[src/rtl/iir_ctrl_pkg.sv]
// Shared constants and state encoding for the IIR run controller.
// Default memory map, BRAM/datapath latencies and the controller FSM states.
package iir_ctrl_pkg;

    localparam logic [15:0] DEF_COEF_BASE = 16'd0;
    localparam logic [15:0] DEF_IN_BASE   = 16'd2000;
    localparam logic [15:0] DEF_OUT_BASE  = 16'd3000;
    localparam logic [15:0] DEF_NPAIRS    = 16'd150;
    localparam int          DEF_RD_LAT    = 2;
    localparam int          DEF_DP_LAT    = 1;

    typedef enum logic [2:0] {
        IDLE   = 3'd0,
        COEF   = 3'd1,
        STREAM = 3'd2,
        DRAIN  = 3'd3,
        DONE   = 3'd4
    } state_e;

endpackage

[src/rtl/iir_run_ctrl_if.sv]
// BRAM read/write port bundle between the run controller and the sample memory.
interface iir_run_ctrl_if;

    logic [15:0] rd_addr;
    logic [15:0] rd_data;
    logic        wr_en;
    logic [15:0] wr_addr;
    logic [15:0] wr_data;

    modport master (output rd_addr, wr_en, wr_addr, wr_data, input rd_data);
    modport slave  (input rd_addr, wr_en, wr_addr, wr_data, output rd_data);

endinterface

[src/rtl/iir_vld_pipe.sv]
// Valid/tag delay line following each issued read address through BRAM and datapath.
// Taps at stage TAP (read data arrives) and at the last stage (result ready).
module iir_vld_pipe #(
    parameter int DEPTH = 3,
    parameter int TAP   = 1,
    parameter int TAG_W = 3
) (
    input  logic             clk,
    input  logic             rst,
    input  logic             in_vld,
    input  logic [TAG_W-1:0] in_tag,
    output logic             tap_vld,
    output logic [TAG_W-1:0] tap_tag,
    output logic             out_vld
);

    logic [DEPTH-1:0] vld_q;
    logic [TAG_W-1:0] tag_q [DEPTH];

    // Tags carry control meaning too, so the whole line is cleared on reset.
    always_ff @(posedge clk) begin
        if (rst) begin
            vld_q <= '0;
            for (int i = 0; i < DEPTH; i++) tag_q[i] <= '0;
        end else begin
            vld_q[0] <= in_vld;
            tag_q[0] <= in_tag;
            for (int i = 1; i < DEPTH; i++) begin
                vld_q[i] <= vld_q[i-1];
                tag_q[i] <= tag_q[i-1];
            end
        end
    end

    assign tap_vld = vld_q[TAP];
    assign tap_tag = tag_q[TAP];
    assign out_vld = vld_q[DEPTH-1];

endmodule

[src/rtl/iir_run_ctrl.sv]
// Run controller: loads four coefficients, streams NPAIRS packed sample words through
// the external IIR datapath and writes the packed results back to BRAM.
module iir_run_ctrl
    import iir_ctrl_pkg::*;
#(
    parameter logic [15:0] COEF_BASE = DEF_COEF_BASE,
    parameter logic [15:0] IN_BASE   = DEF_IN_BASE,
    parameter logic [15:0] OUT_BASE  = DEF_OUT_BASE,
    parameter logic [15:0] NPAIRS    = DEF_NPAIRS,
    parameter int          RD_LAT    = DEF_RD_LAT,
    parameter int          DP_LAT    = DEF_DP_LAT
) (
    input  logic                  clk,
    input  logic                  memctl,
    iir_run_ctrl_if.master        bus,
    output logic                  dp_en,
    output logic [7:0]            coef_a,
    output logic [7:0]            coef_b,
    output logic [7:0]            coef_c,
    output logic [7:0]            coef_d,
    output logic [7:0]            x2k,
    output logic [7:0]            x2k1,
    input  logic [7:0]            y2k,
    input  logic [7:0]            y2k1,
    output logic [15:0]           cycles,
    output logic                  done
);

    function automatic logic [15:0] sat_inc16(input logic [15:0] v);
        return (v == 16'hFFFF) ? v : v + 16'd1;
    endfunction

    state_e      state;
    logic [2:0]  cidx;
    logic [15:0] rd_cnt;
    logic [15:0] wr_cnt;
    logic        issue_coef;
    logic        issue_data;
    logic        tap_vld;
    logic [2:0]  tap_tag;
    logic        out_vld;
    logic        coef_last;
    logic        wr_fire;

    assign issue_coef = (state == COEF) && (cidx < 3'd4);
    assign issue_data = (state == STREAM);

    // Tag = {coefficient read, coefficient index}; in_vld marks sample reads only.
    iir_vld_pipe #(
        .DEPTH (RD_LAT + DP_LAT),
        .TAP   (RD_LAT - 1),
        .TAG_W (3)
    ) u_vld_pipe (
        .clk     (clk),
        .rst     (memctl),
        .in_vld  (issue_data),
        .in_tag  ({issue_coef, cidx[1:0]}),
        .tap_vld (tap_vld),
        .tap_tag (tap_tag),
        .out_vld (out_vld)
    );

    assign coef_last = tap_tag[2] && (tap_tag[1:0] == 2'd3);

    // Write path is gated by memctl so an abort suppresses the write in the same cycle.
    assign wr_fire     = out_vld && !memctl && (wr_cnt < NPAIRS);
    assign bus.wr_en   = wr_fire;
    assign bus.wr_data = wr_fire ? {y2k1, y2k} : 16'd0;
    assign dp_en       = (state == STREAM) || (state == DRAIN);
    assign done        = (state == DONE);

    always_ff @(posedge clk) begin
        if (memctl) begin
            state       <= IDLE;
            cidx        <= 3'd0;
            rd_cnt      <= 16'd0;
            wr_cnt      <= 16'd0;
            bus.rd_addr <= 16'd0;
            bus.wr_addr <= 16'd0;
            cycles      <= 16'd0;
            coef_a      <= 8'd0;
            coef_b      <= 8'd0;
            coef_c      <= 8'd0;
            coef_d      <= 8'd0;
            x2k         <= 8'd0;
            x2k1        <= 8'd0;
        end else begin
            case (state)
                IDLE: begin
                    state       <= COEF;
                    cidx        <= 3'd0;
                    rd_cnt      <= 16'd0;
                    wr_cnt      <= 16'd0;
                    cycles      <= 16'd0;
                    bus.rd_addr <= COEF_BASE;
                    bus.wr_addr <= OUT_BASE;
                end
                COEF: begin
                    if (issue_coef) begin
                        cidx        <= cidx + 3'd1;
                        bus.rd_addr <= bus.rd_addr + 16'd1;
                    end
                    if (coef_last) begin
                        rd_cnt      <= 16'd0;
                        bus.rd_addr <= IN_BASE;
                        state       <= (NPAIRS == 16'd0) ? DONE : STREAM;
                    end
                end
                STREAM: begin
                    cycles <= sat_inc16(cycles);
                    if (rd_cnt == NPAIRS - 16'd1) begin
                        state <= DRAIN;
                    end else begin
                        rd_cnt      <= rd_cnt + 16'd1;
                        bus.rd_addr <= bus.rd_addr + 16'd1;
                    end
                end
                DRAIN: begin
                    cycles <= sat_inc16(cycles);
                    if (wr_fire && (wr_cnt == NPAIRS - 16'd1)) state <= DONE;
                end
                DONE: state <= DONE;
                default: state <= IDLE;
            endcase

            if (wr_fire) begin
                wr_cnt      <= wr_cnt + 16'd1;
                bus.wr_addr <= bus.wr_addr + 16'd1;
            end

            // Read data for the entry at the tap is on rd_data this cycle.
            if (tap_tag[2]) begin
                case (tap_tag[1:0])
                    2'd0: coef_a <= bus.rd_data[7:0];
                    2'd1: coef_b <= bus.rd_data[7:0];
                    2'd2: coef_c <= bus.rd_data[7:0];
                    default: coef_d <= bus.rd_data[7:0];
                endcase
            end
            if (tap_vld) begin
                x2k  <= bus.rd_data[7:0];
                x2k1 <= bus.rd_data[15:8];
            end
        end
    end

endmodule

[src/flat_wrapper.sv]
// flat-port wrapper written by rule: the top's interface ports become plain ports
module iir_run_ctrl_flat import iir_ctrl_pkg::*;
#(
    parameter logic [15:0] COEF_BASE = DEF_COEF_BASE,
    parameter logic [15:0] IN_BASE   = DEF_IN_BASE,
    parameter logic [15:0] OUT_BASE  = DEF_OUT_BASE,
    parameter logic [15:0] NPAIRS    = DEF_NPAIRS,
    parameter int          RD_LAT    = DEF_RD_LAT,
    parameter int          DP_LAT    = DEF_DP_LAT
)
  (clk, memctl, dp_en, coef_a, coef_b, coef_c, coef_d, x2k, x2k1, y2k, y2k1, cycles, done, bus_rd_addr, bus_wr_en, bus_wr_addr, bus_wr_data, bus_rd_data);
  iir_run_ctrl_if bus_i ();
  input  logic clk;
  input  logic memctl;
  output logic dp_en;
  output logic [7:0] coef_a;
  output logic [7:0] coef_b;
  output logic [7:0] coef_c;
  output logic [7:0] coef_d;
  output logic [7:0] x2k;
  output logic [7:0] x2k1;
  input  logic [7:0] y2k;
  input  logic [7:0] y2k1;
  output logic [15:0] cycles;
  output logic done;
  output wire logic [$bits(bus_i.rd_addr)-1:0] bus_rd_addr;
  output wire logic [$bits(bus_i.wr_en)-1:0] bus_wr_en;
  output wire logic [$bits(bus_i.wr_addr)-1:0] bus_wr_addr;
  output wire logic [$bits(bus_i.wr_data)-1:0] bus_wr_data;
  input wire logic [$bits(bus_i.rd_data)-1:0] bus_rd_data;
  assign bus_rd_addr = bus_i.rd_addr;
  assign bus_wr_en = bus_i.wr_en;
  assign bus_wr_addr = bus_i.wr_addr;
  assign bus_wr_data = bus_i.wr_data;
  assign bus_i.rd_data = bus_rd_data;
  iir_run_ctrl #(.COEF_BASE(COEF_BASE), .IN_BASE(IN_BASE), .OUT_BASE(OUT_BASE), .NPAIRS(NPAIRS), .RD_LAT(RD_LAT), .DP_LAT(DP_LAT)) u_core (.clk(clk), .memctl(memctl), .bus(bus_i), .dp_en(dp_en), .coef_a(coef_a), .coef_b(coef_b), .coef_c(coef_c), .coef_d(coef_d), .x2k(x2k), .x2k1(x2k1), .y2k(y2k), .y2k1(y2k1), .cycles(cycles), .done(done));
endmodule
[config.mk]
export PLATFORM = sky130hd
export DESIGN_NAME = iir_run_ctrl_flat
export DESIGN_NICKNAME = d
export VERILOG_FILES = /design/src/rtl/iir_ctrl_pkg.sv /design/src/rtl/iir_run_ctrl_if.sv /design/src/rtl/iir_vld_pipe.sv /design/src/rtl/iir_run_ctrl.sv /design/src/flat_wrapper.sv
export SDC_FILE = /design/constraint.sdc
export NUM_CORES = 1
export LEC_CHECK = 0
export CORE_MARGIN = 5
export CORE_UTILIZATION = 47
export CTS_BUF_LIST = sky130_fd_sc_hd__clkbuf_8
export DETAILED_ROUTE_END_ITERATION = 8
export PLACE_DENSITY = 0.77
export SYNTH_ARGS = -nofsm -noshare
export SYNTH_HDL_FRONTEND = slang
export SYNTH_SLANG_ARGS = --single-unit
[constraint.sdc]
create_clock -name clk -period 1.75 [get_ports clk]
set_clock_uncertainty 0.2 [all_clocks]
set_input_delay 0.175 -clock clk [delete_from_list [all_inputs] [get_ports clk]]
set_output_delay 0.175 -clock clk [all_outputs]
set_load 0.1 [all_outputs]
=== Word-level counts from Yosys, hierarchy flattened ===
Memory sizes are Yosys's and may differ from the RTL's.
Index checks and enable logic that the tools add are counted.

* Register bits after elaboration: 137
* Logic and storage cells: 94
* Output and inout bits: 115
* RAM bits: 9
* Memories kept: 1
* Input port bits: 34

{| class="wikitable"
|+ Memories
! name !! words !! width !! rd ports !! clocked after Yosys merged registers in !! write ports !! RTL line !! RTL
|-
| u_core.u_vld_pipe.tag_q || 3 || 3 || 2 || 0 || 3 || iir_vld_pipe.sv:18 || <nowiki>logic [TAG_W-1:0] tag_q [DEPTH];</nowiki>
|}

* Eq/ne operators: 17
* Magnitude comparators: 2
* Bitwise gates (word level): 4
* Multiplexer cells: 26
* Reduce and logical (&&, ||, !) cells: 24
* Add/subtract/negate cells: 6

{| class="wikitable"
|+ Operator list
! operator !! count
|-
| 16-bit two-way mux || 11
|-
| 16-bit one-hot mux with 3 select lines || 2
|-
| 16-bit by 1-bit adder with 16-bit output, second input constant || 5
|-
| 16-bit by 8-bit equality test with 1-bit output, second input constant || 2
|-
| 16-bit one-hot mux with 2 select lines || 1
|-
| 3-bit two-way mux || 7
|-
| 16-bit equality test, second input constant || 1
|-
| 16-bit by 8-bit less-than comparator with 1-bit output, second input constant || 1
|-
| 3-bit one-hot mux with 5 select lines || 1
|-
| 2-bit AND reduction || 6
|-
| 3-bit AND reduction || 3
|-
| 3-bit by 2-bit equality test with 1-bit output, second input constant || 2
|-
| 2-bit by 1-bit inequality test with 1-bit output, second input constant || 3
|-
| 2-bit inequality test, second input constant || 3
|-
| 3-bit one-hot mux with 2 select lines || 1
|-
| 2-bit nonzero test || 3
|-
| 1-bit logical AND || 5
|-
| 2-bit equality test, second input constant || 2
|-
| 3-bit by 1-bit adder with 3-bit output, second input constant || 1
|-
| 3-bit by 1-bit equality test with 1-bit output, second input constant || 1
|-
| 3-bit equality test, second input constant || 1
|-
| 3-bit logical NOT || 1
|-
| 3-bit less-than comparator, second input constant || 1
|-
| 1-bit two-way mux || 3
|-
| other kinds (10) || 12
|}

=== Longest topological paths before layout ===
Gate-level depths: netlist of run 1.

* Depth after elaboration: 6
* Gate-level depth with buffers: 8
* Gate-level depth less buffers: 7

=== Modules after synthesis ===
Synthesis of run 1 repeated with hierarchy kept, for this count alone.

* Cells, all modules: 748
* Area total of the unflattened synthesis: 6502.5 µm²

{| class="wikitable"
|+ Modules (own cells, without submodules)
! module !! instances !! seq. area each (µm²) !! cells each !! area an instance (µm²)
|-
| iir_run_ctrl || 1 || 2682.6 || 727 || 6243.5
|-
| iir_vld_pipe || 1 || 180.2 || 21 || 259.0
|}

=== Worst setup path before layout of run 1 ===
Ideal clock, no wire load.

* Kind: register to register
* From: register u_core.state[2]
* To: register u_core.state[2]
* Cell stages (with the launch flop): 5
* Arrival time: 3.191 ns
* Required time: 1.474 ns
* Setup time: 0.076 ns
* Slack: -1.717 ns
* Path buffers: 1
* Clock period less this slack: 3.467 ns
* Cells stage by stage: dfxtp_1 -> buf_1 -> nor3b_1 -> a21oi_1 -> nor2_1

* Elaborated cells on any way between the ends: 10
* Classes of those cells: 7 x eq/ne; 1 x mux; 2 x reduce/logical

{| class="wikitable"
|+ RTL lines
! item !! RTL line !! RTL
|-
| from (decl) || iir_run_ctrl.sv:33 || <nowiki>state_e state;</nowiki>
|-
| from (signal assigned) || iir_run_ctrl.sv:106 || <nowiki>state <= (NPAIRS == 16'd0) ? DONE : STREAM;</nowiki>
|-
| 3-bit equality test || n/a ||
|-
| via done || flat_wrapper.sv:25 || <nowiki>output logic done;</nowiki>
|-
| 3-bit one-hot mux with 5 select lines || iir_run_ctrl.sv:88 || <nowiki>case (state)</nowiki>
|}

The timed path passes the listed nets, and every way through them passes these cells.
A chain may end at the register's enable or synchronous reset.

=== Worst setup path after layout of run 1 ===
* From: register u_core.wr_cnt[11]
* To: output bus_wr_data[8]

* Word-level cells in the longest chain between the ends: 3

{| class="wikitable"
|+ Ends and longest elaborated chain
! item !! RTL line !! RTL
|-
| from (decl) || iir_run_ctrl.sv:36 || <nowiki>logic [15:0] wr_cnt;</nowiki>
|-
| from (signal assigned) || iir_run_ctrl.sv:127 || <nowiki>wr_cnt <= wr_cnt + 16'd1;</nowiki>
|-
| 16-bit by 8-bit less-than comparator with 1-bit output || iir_run_ctrl.sv:66 || <nowiki>assign wr_fire = out_vld && !memctl && (wr_cnt < NPAIRS);</nowiki>
|-
| 1-bit logical AND || iir_run_ctrl.sv:66 ||
|-
| 16-bit two-way mux || iir_run_ctrl.sv:68 || <nowiki>assign bus.wr_data = wr_fire ? {y2k1, y2k} : 16'd0;</nowiki>
|-
| to (decl) || flat_wrapper.sv:29 || <nowiki>output wire logic [$bits(bus_i.wr_data)-1:0] bus_wr_data;</nowiki>
|}

No other way between the ends.

==> results of run 1 <==
[worst min path at each step]
| stage | start | endpoint | cells past startpoint |
|---|---|---|---|
| 3_3_place_gp | u_core.u_vld_pipe.vld_q[0]$_SDFF_PP0_ | u_core.u_vld_pipe.vld_q[1]$_SDFF_PP0_ | 1 |
| 5_1_grt | bus_rd_data[14] | u_core.x2k1[6]$_SDFFE_PP0P_ | 3 |
| 2_1_floorplan | bus_rd_data[0] | u_core.coef_d[0]$_SDFFE_PP0P_ | 2 |
| 4_1_cts | bus_rd_data[14] | u_core.x2k1[6]$_SDFFE_PP0P_ | 3 |
| 6_report | bus_rd_data[14] | u_core.x2k1[6]$_SDFFE_PP0P_ | 3 |
| 3_5_place_dp | u_core.u_vld_pipe.tag_q[0][1]$_SDFF_PP0_ | u_core.u_vld_pipe.tag_q[0][4]$_SDFF_PP0_ | 1 |
[power groups by stage]
stage / Sequential, mW / Clock [mW] / Combinational [mW]
after floorplan: 3.50 / 0 / 0.158
after global placement: 3.36 / 0 / 0.544
after detailed placement: 3.36 / 0 / 0.558
after CTS: 3.28 / 2.69 / 0.616
after global routing: 3.29 / 2.90 / 0.694
final: 3.28 / 2.80 / 0.676
[flip-flops by register name (all words and copies together) (netlist names), 6 cells and up]
signal                   count
u_core.rd_cnt               16
u_core.bus.rd_addr          16
u_core.cycles               16
u_core.bus.wr_addr          16
u_core.coef_c                8
u_core.coef_d                8
u_core.x2k1                  8
u_core.wr_cnt               16
u_core.u_vld_pipe.tag_q      6
u_core.x2k                   8
u_core.coef_a                8
u_core.coef_b                8
[metal layers]
layer | share of wire, % | GRT usage (%)
met4 | 7.9 | 17.7
met3 | 11 | 9.27
met5 | 0 | 0
met1 | 34 | 33.6
met2 | 47 | 51.8
[repair_timing]
action / in CTS / in global routing
setup endpoints to repair: 97 / 100
pin swaps: 74 / 68
cloned: 4 / 2
buffers inserted: 41 / 27
hold buffers: 1 / 0
resized for setup: 101 / 100
hold endpoints to repair: 13 / 0
[cell usage in the layout, fill, tap and decap left out, types with 8 or more instances in the layout]
cell and n:
mux2i_1 43, o21ai_2 8, buf_12 124, or3_4 14
a21oi_4 8, buf_4 131, nand4_1 17, and3_1 13
nor3_1 12, dfxtp_1 76, clkdlybuf4s50_1 32, a21oi_1 27
xor2_1 11, and3_4 18, a21oi_2 29, buf_6 42
o21ai_0 10, o21ai_1 14, clkbuf_8 19, nand3_1 21
dfxtp_4 42, inv_1 9, nor2_1 81, nand2_1 44
dfxtp_2 25
[worst max-delay path, stage by stage (launching register included)]
cell	delay, ns
dfxtp_2	0.34
nor4_4	0.36
o311a_4	0.29
buf_12	0.14
and3_4	0.20
buf_12	0.17
[final cells by class]
class	instances	area, µm²
clock inverters	13	133
clock buffers	19	262
inverters	13	70.1
well taps	176	220
fillers	391	956
multi-input cells	529	4320
flip-flops and latches	143	3050
repair buffers	336	4380
[per-stage QoR]
| stage | power (mW) | utilization, % |
|---|---|---|
| 2_1_floorplan | 3.65 | - |
| 3_3_place_gp | 3.90 | 79.2 |
| 3_5_place_dp | 3.92 | 79.2 |
| 4_1_cts | 6.58 | 88.3 |
| 5_1_grt | 6.88 | 92.9 |
| 6_report | 6.75 | 92.9 |
[kinds of logic (layout without fill, tap and decap cells)]
kind of cell / count (synthesis) / in the layout / share of synthesized area (%)
simple gates: 308 / 309 / 25.8
fa+ha+maj: 8 / 8 / 1.55
xor+xnor: 17 / 17 / 2.30
compound gates: 148 / 150 / 15.5
buf+inv: 52 / 381 / 3.63
mux: 45 / 45 / 6.95
flops: 143 / 143 / 44.2
==> key figures, run 1 <==
Floorplan
  – Row count: 42
  – Die X-Extent: 127 µm
  – Initial Util: 48.3%
  – Die area: 16200 µm²
  – Placeable Area: 13400 µm²
  – I/O pins: 149
  – DIE HEIGHT: 127 µm

Placed design
  – Placed Cells: 1127
  – Number of I/O port buffers: 148
  – Placement Setup Slack: -0.309 ns
  – HPWL Detailed: 15700 µm
  – DP Area: 10600 µm²
  – Routability cong.: 0.888

Pwr
  – Clock network power share: 41.4%
  – NetSw: 1.91 mW
  – Int Pwr: 4.84 mW
  – Combinational power share: 10.0%
  – VDD IR max: 632 µV
  – Power Dens Cells: 543 nW/µm²
  – Switching Fraction: 28.3%
  – P_leak: 4.84 nW
  – Sequential share of power: 48.6%

Global route
  – First-pass GRT wire length: 39600 µm
  – Total gr overflow: 0
  – Initial antenna violation count: 0
  – Tot GR Track Use: 30.5%
  – Pin count of the biggest net entering global routing: 53
  – Number of global-route vias before repair: 7666

Logic synthesis
  – Mapped cell area: 6480 µm²
  – Syn Nets: 763
  – Cell count after synthesis: 721
  – Post-synthesis sequential area ratio: 44.2%
  – #FFs+latches synth: 143
  – Synth unique cells: 72
  – Most frequent cell after synthesis: dfxtp_1
  – Asr flop ratio synth: 0%
  – Post-synth top area cell: dfxtp_1
  – Synth cell count leaders: dfxtp_1 (143), nor2_1 (86), a21oi_1 (61), nand2_1 (49), mux2i_1 (45)
  – Area share of the largest cell type after synthesis: 44.2%
  – Number of flops mapped to enable cells by yosys: 0
  – Ys flop type: dfxtp_1
  – Ys Warns: 0
  – Dominant cells by area after synthesis: dfxtp_1 (44%), mux2i_1 (7.0%), nor2_1 (5.0%)
  – Average size of a mapped cell: 8.98 µm²

Clock tree
  – Clock tree sinks: 143
  – Clock root cell: clkbuf_8
  – Inserted Clock Buffers: 17
  – H-tree depth: 4
  – Clk slew on worst S/H paths: 0.08 ns
  – TritonCTS clock tree: built
  – Max clock buf depth: 2
  – Worst-Skew Late Latency: 0.47 ns

Final layout
  – Inserted Diodes: 0
  – Total Nets Final: 1082
  – Finished Layout Cells: 1229
  – Layout cells sized above 1: 54.4%
  – Layout area overhead: 92.1%
  – Final Cell Area: 12400 µm²

Routing
  – Total routed wirelength: 31400 µm
  – DR DRC count: 0
  – Avg WL per Cell: 25.6 µm
  – Initial drt markers: 928
  – Drt pass-1 iters: 6
  – Via density: 6.53
  – Vias: 8028
  – Routed Antenna Nets: 0

STA
  – Final setup margin: -0.597 ns
  – Setup TNS: -38.69 ns
  – Slew headroom: 63.1%
  – Worst slew pin tran: 0.553 ns
  – Min Hold Slack: 0.125 ns
  – Fin crit share: 134%
  – Final Max Tran Viols: 0
  – Final Hold Viols: 0
  – Final setup viols: 103
  – RSZ-0062 raised after global routing: yes
  – Max Freq: 426 MHz
  – Min Tclk post-route: 2.35 ns

Setup path
  – Critical Path Start: u_core.wr_cnt[11]$_SDFFE_PP0P_
  – Crit start category: flip-flop
  – Critical path arrival: 1.97 ns
  – Req. time, crit path: 1.37 ns
  – Worst reg2reg setup slack: -0.57 ns
  – Worst R2R End: u_core.bus.rd_addr[11]$_SDFFE_PP0P_
  – Crit path to: bus_wr_data[8]
  – R2r startpoint: u_core.rd_cnt[1]$_SDFFE_PP0P_
  – Crit Path Max Fanout: 17
  – Kind of critical path: flip-flop to output port
  – Worst Setup End Kind: output port
  – R2R depth: 10

Outcome
  – Failing checks: setup timing
  – Status: complete, but fails checks

Job
  – MaxCap Viol Count: 0

Min path
  – Hold Crit Class: input pin to flip-flop
Note: power is estimated with default switching activity, not from simulation.
==> run 2, diff against run 1 <==
--- a/config.mk
+++ b/config.mk
@@ -9,6 +9,7 @@
 export CORE_UTILIZATION = 47
 export CTS_BUF_LIST = sky130_fd_sc_hd__clkbuf_8
 export DETAILED_ROUTE_END_ITERATION = 8
+export GPL_TIMING_DRIVEN = 0
 export PLACE_DENSITY = 0.77
 export SYNTH_ARGS = -nofsm -noshare
 export SYNTH_HDL_FRONTEND = slang
==> run 2 against run 1 <==
The flow still finishes with violations (setup timing); global-route usage down 3.2 points; clock power down 8.2%; final area down 15%; sequential share of layout area up 4.6 points; maximum frequency down 1.4%; final cell count down 4.8%; combinational power down 15%; wire length down 21%.
==> key figures, run 2 (synthesis gave the netlist of run 1 again) <==
Outcome
  – Status: complete, but fails checks (unchanged)
  – Failing checks: setup timing (unchanged)

Placed design
  – Routability cong.: 0.860 (was 0.888)
  – HPWL Detailed: 13600 µm (was 15700 µm)
  – Placement Setup Slack: -1.20 ns (was -0.309 ns)
  – Number of I/O port buffers: 147 (was 148)
  – Placed Cells: 1044 (was 1127)

Clock tree
  – Clk slew on worst S/H paths: 0.08 ns (about the same)
  – Max clock buf depth: 2 (unchanged)
  – H-tree depth: 4 (unchanged)
  – Clock root cell: clkbuf_8 (unchanged)
  – Clock tree sinks: 143 (unchanged)
  – Inserted Clock Buffers: 17 (unchanged)
  – Worst-Skew Late Latency: 0.46 ns (was 0.47 ns)
  – TritonCTS clock tree: built (unchanged)

Final layout
  – Layout cells sized above 1: 49.4% (was 54.4%)
  – Commonest non-fill, non-tap cell in the layout: buf_2 (was buf_4)
  – Finished Layout Cells: 1170 (was 1229)
  – Most frequent cells in the layout: buf_2 (90), nor2_1 (81), dfxtp_1 (71) (was buf_4 (131), buf_12 (124), nor2_1 (81))
  – # fillers: 790 (was 391)
  – Inserted Diodes: 0 (unchanged)
  – Layout area overhead: 63.1% (was 92.1%)
  – Util after Layout: 78.8% (was 92.9%)
  – Total Nets Final: 1023 (was 1082)

Routing
  – Avg WL per Cell: 21.3 µm (was 25.6 µm)
  – Routed Antenna Nets: 0 (unchanged)
  – Via density: 6.03 (was 6.53)
  – Initial drt markers: 568 (was 928)
  – DR DRC count: 0 (unchanged)
  – Drt pass-1 iters: 5 (was 6)
  – Vias: 7053 (was 8028)
  – Total routed wirelength: 24900 µm (was 31400 µm)

Setup path
  – Crit-path cells: or4b_4, clkinv_8, clkbuf_16, and3_4, buf_12 (was nor4_4, o311a_4, buf_12, and3_4, buf_12)
  – CP peak stage delay: 0.63 ns (was 0.36 ns)
  – Slowest CP cell: or4b_4 (was nor4_4)
  – Worst Setup End Kind: output port (unchanged)
  – Critical path arrival: 2.01 ns (was 1.97 ns)
  – Req. time, crit path: 1.37 ns (about the same)
  – Kind of critical path: flip-flop to output port (unchanged)
  – Crit Path Max Fanout: 6 (was 17)
  – Crit start category: flip-flop (unchanged)

Floorplan
  – Die area: 16200 µm² (unchanged)
  – Die X-Extent: 127 µm (unchanged)
  – Row count: 42 (unchanged)
  – Placeable Area: 13400 µm² (unchanged)
  – Initial Util: 48.3% (unchanged)
  – I/O pins: 149 (unchanged)
  – DIE HEIGHT: 127 µm (unchanged)

Global route
  – First-pass GRT wire length: 35700 µm (was 39600 µm)
  – Total gr overflow: 0 (unchanged)
  – Initial antenna violation count: 0 (unchanged)
  – Tot GR Track Use: 27.2% (was 30.5%)
  – Pin count of the biggest net entering global routing: 17 (was 53)
  – Number of global-route vias before repair: 7065 (was 7666)

Pwr
  – P_leak: 4.20 nW (was 4.84 nW)
  – VDD IR max: 457 µV (was 632 µV)
  – Total design power: 6.41 mW (was 6.75 mW)
  – Power Dens Cells: 607 nW/µm² (was 543 nW/µm²)

STA
  – Final setup margin: -0.630 ns (was -0.597 ns)
  – Max Freq: 420 MHz (was 426 MHz)
  – RSZ-0062 raised after global routing: yes (unchanged)
  – Final Max Tran Viols: 0 (unchanged)
  – Final setup viols: 98 (was 103)
  – Fin crit share: 136% (was 134%)
  – Final Hold Viols: 0 (unchanged)
  – Min Tclk post-route: 2.38 ns (was 2.35 ns)
  – Worst slew pin tran: 0.857 ns (was 0.553 ns)
  – Slew headroom: 42.9% (was 63.1%)

Job
  – MaxCap Viol Count: 0 (unchanged)

Min path
  – Hold Crit Class: input pin to flip-flop (unchanged)
==> run 2: worst max-delay path: cells and delay by family, from the launching register on <==
family	cells	cell delay [ns]
flip-flops	1	0.31
buffers and inverters	3	0.41
AND/OR/NAND/NOR	2	0.83
==> run 2: worst paths after layout <==
| check | startpoint | end | slack [ns] | cells after the start |
|---|---|---|---|---|
| worst max register to register | u_core.wr_cnt[7]$_SDFFE_PP0P_ | u_core.wr_cnt[5]$_SDFFE_PP0P_ | -0.58 | 10 |
| worst min-delay path | memctl | u_core.bus.wr_addr[11]$_SDFFE_PP0P_ | 0.05 | 3 |
| worst min register to register | u_core.coef_d[0]$_SDFFE_PP0P_ | u_core.coef_d[0]$_SDFFE_PP0P_ | 0.25 | 2 |
| worst max-delay path | u_core.wr_cnt[14]$_SDFFE_PP0P_ | bus_wr_data[10] | -0.63 | 5 |
==> run 2: area by class of cell <==
class                   instances  area (µm²)  area share [%]
inverters                      13        70.1           0.663
clock inverters                13         120            1.14
repair buffers                240        2170            20.5
plain buffers                  35         330            3.13
multi-input cells             530        4310            40.8
clock buffers                  19         262            2.48
well taps                     176         220            2.08
flip-flops and latches        143        3070            29.1
repair inverters                1        8.76          0.0829
==> run 2: per-stage QoR <==
stage	setup TNS (ns)	instance area [µm²]	hold WS, ns
floorplan	-6.47	7070	0.111
global placement	-46.43	8770	0.225
detailed placement	-49.20	8770	0.237
CTS	-22.54	10200	0.0107
global route	-34.29	10600	0.0317
finish	-27.91	10600	0.0494
==> run 2: repair_timing <==
item                                   4_1_cts  5_1_grt
resized for setup                          713      161
hold buffers                                 2        1
setup endpoints to repair                  212      155
endpoints found under the hold margin        5        2
pin swaps                                   97       72
setup buffers                               54       32
cloned                                      13        2
==> run 2: power by group <==
part | internal [mW] | switching [mW] | leakage (nW)
registers | 3.22 | 0.0421 | 1.20
logic | 0.197 | 0.379 | 2.81
clock network | 1.31 | 1.26 | 0.189
==> run 2: metal layers <==
metal	global-route usage, %	up-vias	share of wire, %
met5	0	-	0
met4	12.5	0	4.0
met3	8.97	91	9.7
met2	46.1	435	48
met1	31.1	3363	38
li1	-	3164	-
==> run 3, diff against run 2 <==
--- a/config.mk
+++ b/config.mk
@@ -5,8 +5,9 @@
 export SDC_FILE = /design/constraint.sdc
 export NUM_CORES = 1
 export LEC_CHECK = 0
+export ABC_AREA = 1
 export CORE_MARGIN = 5
-export CORE_UTILIZATION = 47
+export CORE_UTILIZATION = 48
 export CTS_BUF_LIST = sky130_fd_sc_hd__clkbuf_8
 export DETAILED_ROUTE_END_ITERATION = 8
 export GPL_TIMING_DRIVEN = 0
==> run 3 against run 2 <==
The run still ends with setup timing left; synthesized cell count is 42% higher; first-iteration DRC count is 10% higher; final cell count is 23% higher; wire length is 12% lower; setup slack better by 0.15 ns; via count is 8.9% higher; flip-flop and latch count stayed put; worst hold slack better by 0.031 ns; clock-buffer cell count is 2 lower; core utilization is 5.5 points lower; critical path depth is 4 higher; sequential share of layout area is 0.71 points higher; critical endpoint is now bus_wr_data[1].
==> key figures, run 3 <==
Outcome
  – Status: complete, but fails checks (unchanged)
  – Failing checks: setup timing (unchanged)

Logic synthesis
  – Mux contribution to synthesized area: 0% (was 6.95%)
  – Syn Nets: 1063 (was 763)
  – Area share of the largest cell type after synthesis: 41.8% (was 44.2%)
  – Asr flop ratio synth: 0% (unchanged)
  – Synth cell count leaders: nor2_1 (211), nand2_1 (207), dfxtp_1 (143), inv_1 (111) (was dfxtp_1 (143), nor2_1 (86), a21oi_1 (61), nand2_1 (49), mux2i_1 (45))
  – Synth unique cells: 39 (was 72)
  – Ys flop type: dfxtp_1 (unchanged)
  – Synth Area in Compound Gates: 12.0% (was 15.5%)
  – Synth Area in Simple Gates: 35.3% (was 25.8%)
  – Number of flops mapped to enable cells by yosys: 0 (unchanged)
  – Ys Warns: 0 (unchanged)
  – Largest family of logic cells by synthesized area: simple AND/OR/NAND/NOR gates (unchanged)
  – #FFs+latches synth: 143 (unchanged)
  – Most frequent cell after synthesis: nor2_1 (was dfxtp_1)
  – XOR/XNOR share of the synthesized area: 0.895% (was 2.30%)
  – Dominant cells by area after synthesis: dfxtp_1 (42%), nor2_1 (12%), nand2_1 (11%) (was dfxtp_1 (44%), mux2i_1 (7.0%), nor2_1 (5.0%))
  – Post-synthesis sequential area ratio: 41.8% (was 44.2%)
  – Adder-cell area share of the yosys netlist: 1.46% (was 1.55%)
  – Mapped cell area: 6850 µm² (was 6480 µm²)
  – Post-synth top area cell: dfxtp_1 (unchanged)
  – Cell count after synthesis: 1021 (was 721)
  – Average size of a mapped cell: 6.71 µm² (was 8.98 µm²)

Clock tree
  – Inserted Clock Buffers: 17 (unchanged)
  – H-tree depth: 4 (unchanged)
  – Clock root cell: clkbuf_8 (unchanged)
  – Clk slew on worst S/H paths: 0.10 ns (was 0.08 ns)
  – Clock tree sinks: 143 (unchanged)
  – Worst-Skew Late Latency: 0.47 ns (was 0.46 ns)
  – TritonCTS clock tree: built (unchanged)
  – Max clock buf depth: 2 (unchanged)

Routing
  – Routed Antenna Nets: 0 (unchanged)
  – Initial drt markers: 627 (was 568)
  – Via density: 5.33 (was 6.03)
  – Vias: 7681 (was 7053)
  – Total routed wirelength: 21900 µm (was 24900 µm)
  – Avg WL per Cell: 15.2 µm (was 21.3 µm)
  – DR DRC count: 0 (unchanged)
  – Drt pass-1 iters: 5 (unchanged)

Setup path
  – Crit-path cells: nor2_2, nand2_1, inv_1, nand2_2, nor2_4, nand2_4, clkbuf_16, nor2_4, buf_12 (was or4b_4, clkinv_8, clkbuf_16, and3_4, buf_12)
  – Crit start category: flip-flop (unchanged)
  – Critical path's most frequent cell: nor2_4
  – Crit Path Max Fanout: 8 (was 6)
  – Slowest CP cell: dfxtp_2 (was or4b_4)
  – Worst Setup End Kind: output port (unchanged)
  – R2R depth: 13 (was 10)
  – Critical path arrival: 1.85 ns (was 2.01 ns)
  – Kind of critical path: flip-flop to output port (unchanged)
  – Req. time, crit path: 1.37 ns (about the same)
  – CP peak stage delay: 0.34 ns (was 0.63 ns)

Min path
  – Hold Crit Class: input pin to flip-flop (unchanged)
  – Hold path depth: 3 (unchanged)

STA
  – Min Hold Slack: 0.0805 ns (was 0.0494 ns)
  – Setup TNS: -14.85 ns (was -27.91 ns)
  – Slew headroom: 45.5% (was 42.9%)
  – Final setup viols: 70 (was 98)
  – Max Freq: 449 MHz (was 420 MHz)
  – Final setup margin: -0.479 ns (was -0.630 ns)
  – Final Max Tran Viols: 0 (unchanged)
  – Final Hold Viols: 0 (unchanged)
  – Worst slew pin tran: 0.818 ns (was 0.857 ns)
  – RSZ-0062 raised after global routing: yes (unchanged)
  – Fin crit share: 127% (was 136%)
  – Min Tclk post-route: 2.23 ns (was 2.38 ns)

Global route
  – Initial antenna violation count: 0 (unchanged)
  – Pin count of the biggest net entering global routing: 17 (unchanged)
  – Tot GR Track Use: 24.1% (was 27.2%)
  – Total gr overflow: 0 (unchanged)
  – Number of global-route vias before repair: 6786 (was 7065)
  – First-pass GRT wire length: 32700 µm (was 35700 µm)

Final layout
  – Util after Layout: 73.3% (was 78.8%)
  – # fillers: 1048 (was 790)
  – Total Nets Final: 1290 (was 1023)
  – Inserted Diodes: 0 (unchanged)
  – Layout cells sized above 1: 34.8% (was 49.4%)
  – Most frequent cells in the layout: nand2_1 (181), nor2_1 (179), inv_1 (101) (was buf_2 (90), nor2_1 (81), dfxtp_1 (71))
  – Layout area overhead: 49.2% (was 63.1%)
  – Commonest non-fill, non-tap cell in the layout: nand2_1 (was buf_2)

Floorplan
  – I/O pins: 149 (unchanged)
  – Row count: 43 (was 42)
  – DIE HEIGHT: 129 µm (was 127 µm)
  – Die area: 16800 µm² (was 16200 µm²)
  – Initial Util: 49.2% (was 48.3%)
  – Die X-Extent: 129 µm (was 127 µm)
  – Placeable Area: 13900 µm² (was 13400 µm²)

Placed design
  – Routability cong.: 0.915 (was 0.860)
  – Placement Setup Slack: -1.02 ns (was -1.20 ns)
  – HPWL Detailed: 13900 µm (was 13600 µm)
  – Number of I/O port buffers: 147 (unchanged)

Pwr
  – VDD IR max: 784 µV (was 457 µV)
  – Power Dens Cells: 1150 nW/µm² (was 607 nW/µm²)
  – Total design power: 11.8 mW (was 6.41 mW)
  – P_leak: 4.30 nW (was 4.20 nW)

Job
  – MaxCap Viol Count: 0 (unchanged)
run 3: changes by cell type in the layout (fill, tap and decap cells not counted), sizes merged, moves of 8 or more:
cell / previous run / this run
mux2i: 45 / 0
or3: 22 / 0
nor2: 86 / 212
nand3: 29 / 75
buf: 218 / 179
nand2: 50 / 216
and3: 31 / 0
nor3: 18 / 28
inv: 13 / 126
o21ai: 38 / 74
and2: 8 / 0
a211oi: 8 / 0
run 3: metrics by stage:
step           std cells  area, µm²
2_1_floorplan       1021       7200
3_3_place_gp        1348       8890
3_5_place_dp        1348       8890
4_1_cts             1412       9560
5_1_grt             1441      10200
6_report            1441      10200
run 3: logic make-up after synthesis:
kind of cell / after synthesis
AOI/OAI and AO/OA: 154
DFF: 143
xor gates and xnor gates: 7
and+or+nand+nor: 563
buffers and inverters: 146
adders and majority gates: 8
run 3: critical path: cells and delay by family, from the launching register on:
family | cells | cell delay, ns
flip-flops | 1 | 0.34
AND/OR/NAND/NOR | 6 | 0.60
buffers and inverters | 3 | 0.44
run 3: report_power, final:
group          internal, mW  switching (mW)  total [mW]  leakage, nW
sequential             3.54           0.299        3.84         1.20
clock                  1.17            1.45        2.63        0.200
combinational          1.72            3.61        5.33         2.90
run 3: cell type report:
| class | count | area, µm² | share of cell area, % |
|---|---|---|---|
| multi-input combinational | 733 | 4100 | 40.1 |
| tap | 180 | 225 | 2.20 |
| inverter | 119 | 487 | 4.76 |
| sequential | 143 | 3050 | 29.8 |
| buffer | 26 | 209 | 2.04 |
| clock inverter | 15 | 150 | 1.47 |
| clock buffer | 17 | 234 | 2.29 |
| timing repair buffer | 208 | 1770 | 17.3 |
run 3: path summary, 6_finish.rpt:
kind	startpoint	end	slack, ns
worst min-delay path	bus_rd_data[12]	u_core.x2k1[4]$_SDFFE_PP0P_	0.08
worst max register to register	u_core.wr_cnt[6]$_SDFFE_PP0P_	u_core.wr_cnt[10]$_SDFFE_PP0P_	-0.28
worst max-delay path	u_core.wr_cnt[15]$_SDFFE_PP0P_	bus_wr_data[1]	-0.48
worst min register to register	u_core.u_vld_pipe.tag_q[0][1]$_SDFF_PP0_	u_core.u_vld_pipe.tag_q[0][4]$_SDFF_PP0_	0.21
run 3: routing by layer:
layer | global-route usage [%] | share of wire (%) | vias up
met4 | 7.95 | 1.9 | 0
met5 | 0 | 0 | -
met2 | 39.1 | 49 | 310
met1 | 30.8 | 41 | 3568
met3 | 7.30 | 8.4 | 39
li1 | - | - | 3764
run 3: what timing repair did:
action                                  4_1_cts  5_1_grt
endpoints found under the setup margin      196      150
hold buffers                                  3        0
pin swaps                                    24       30
endpoints found under the hold margin         5        0
gates resized for setup                     677      195
cloned                                        4        1
setup buffers                                25       29
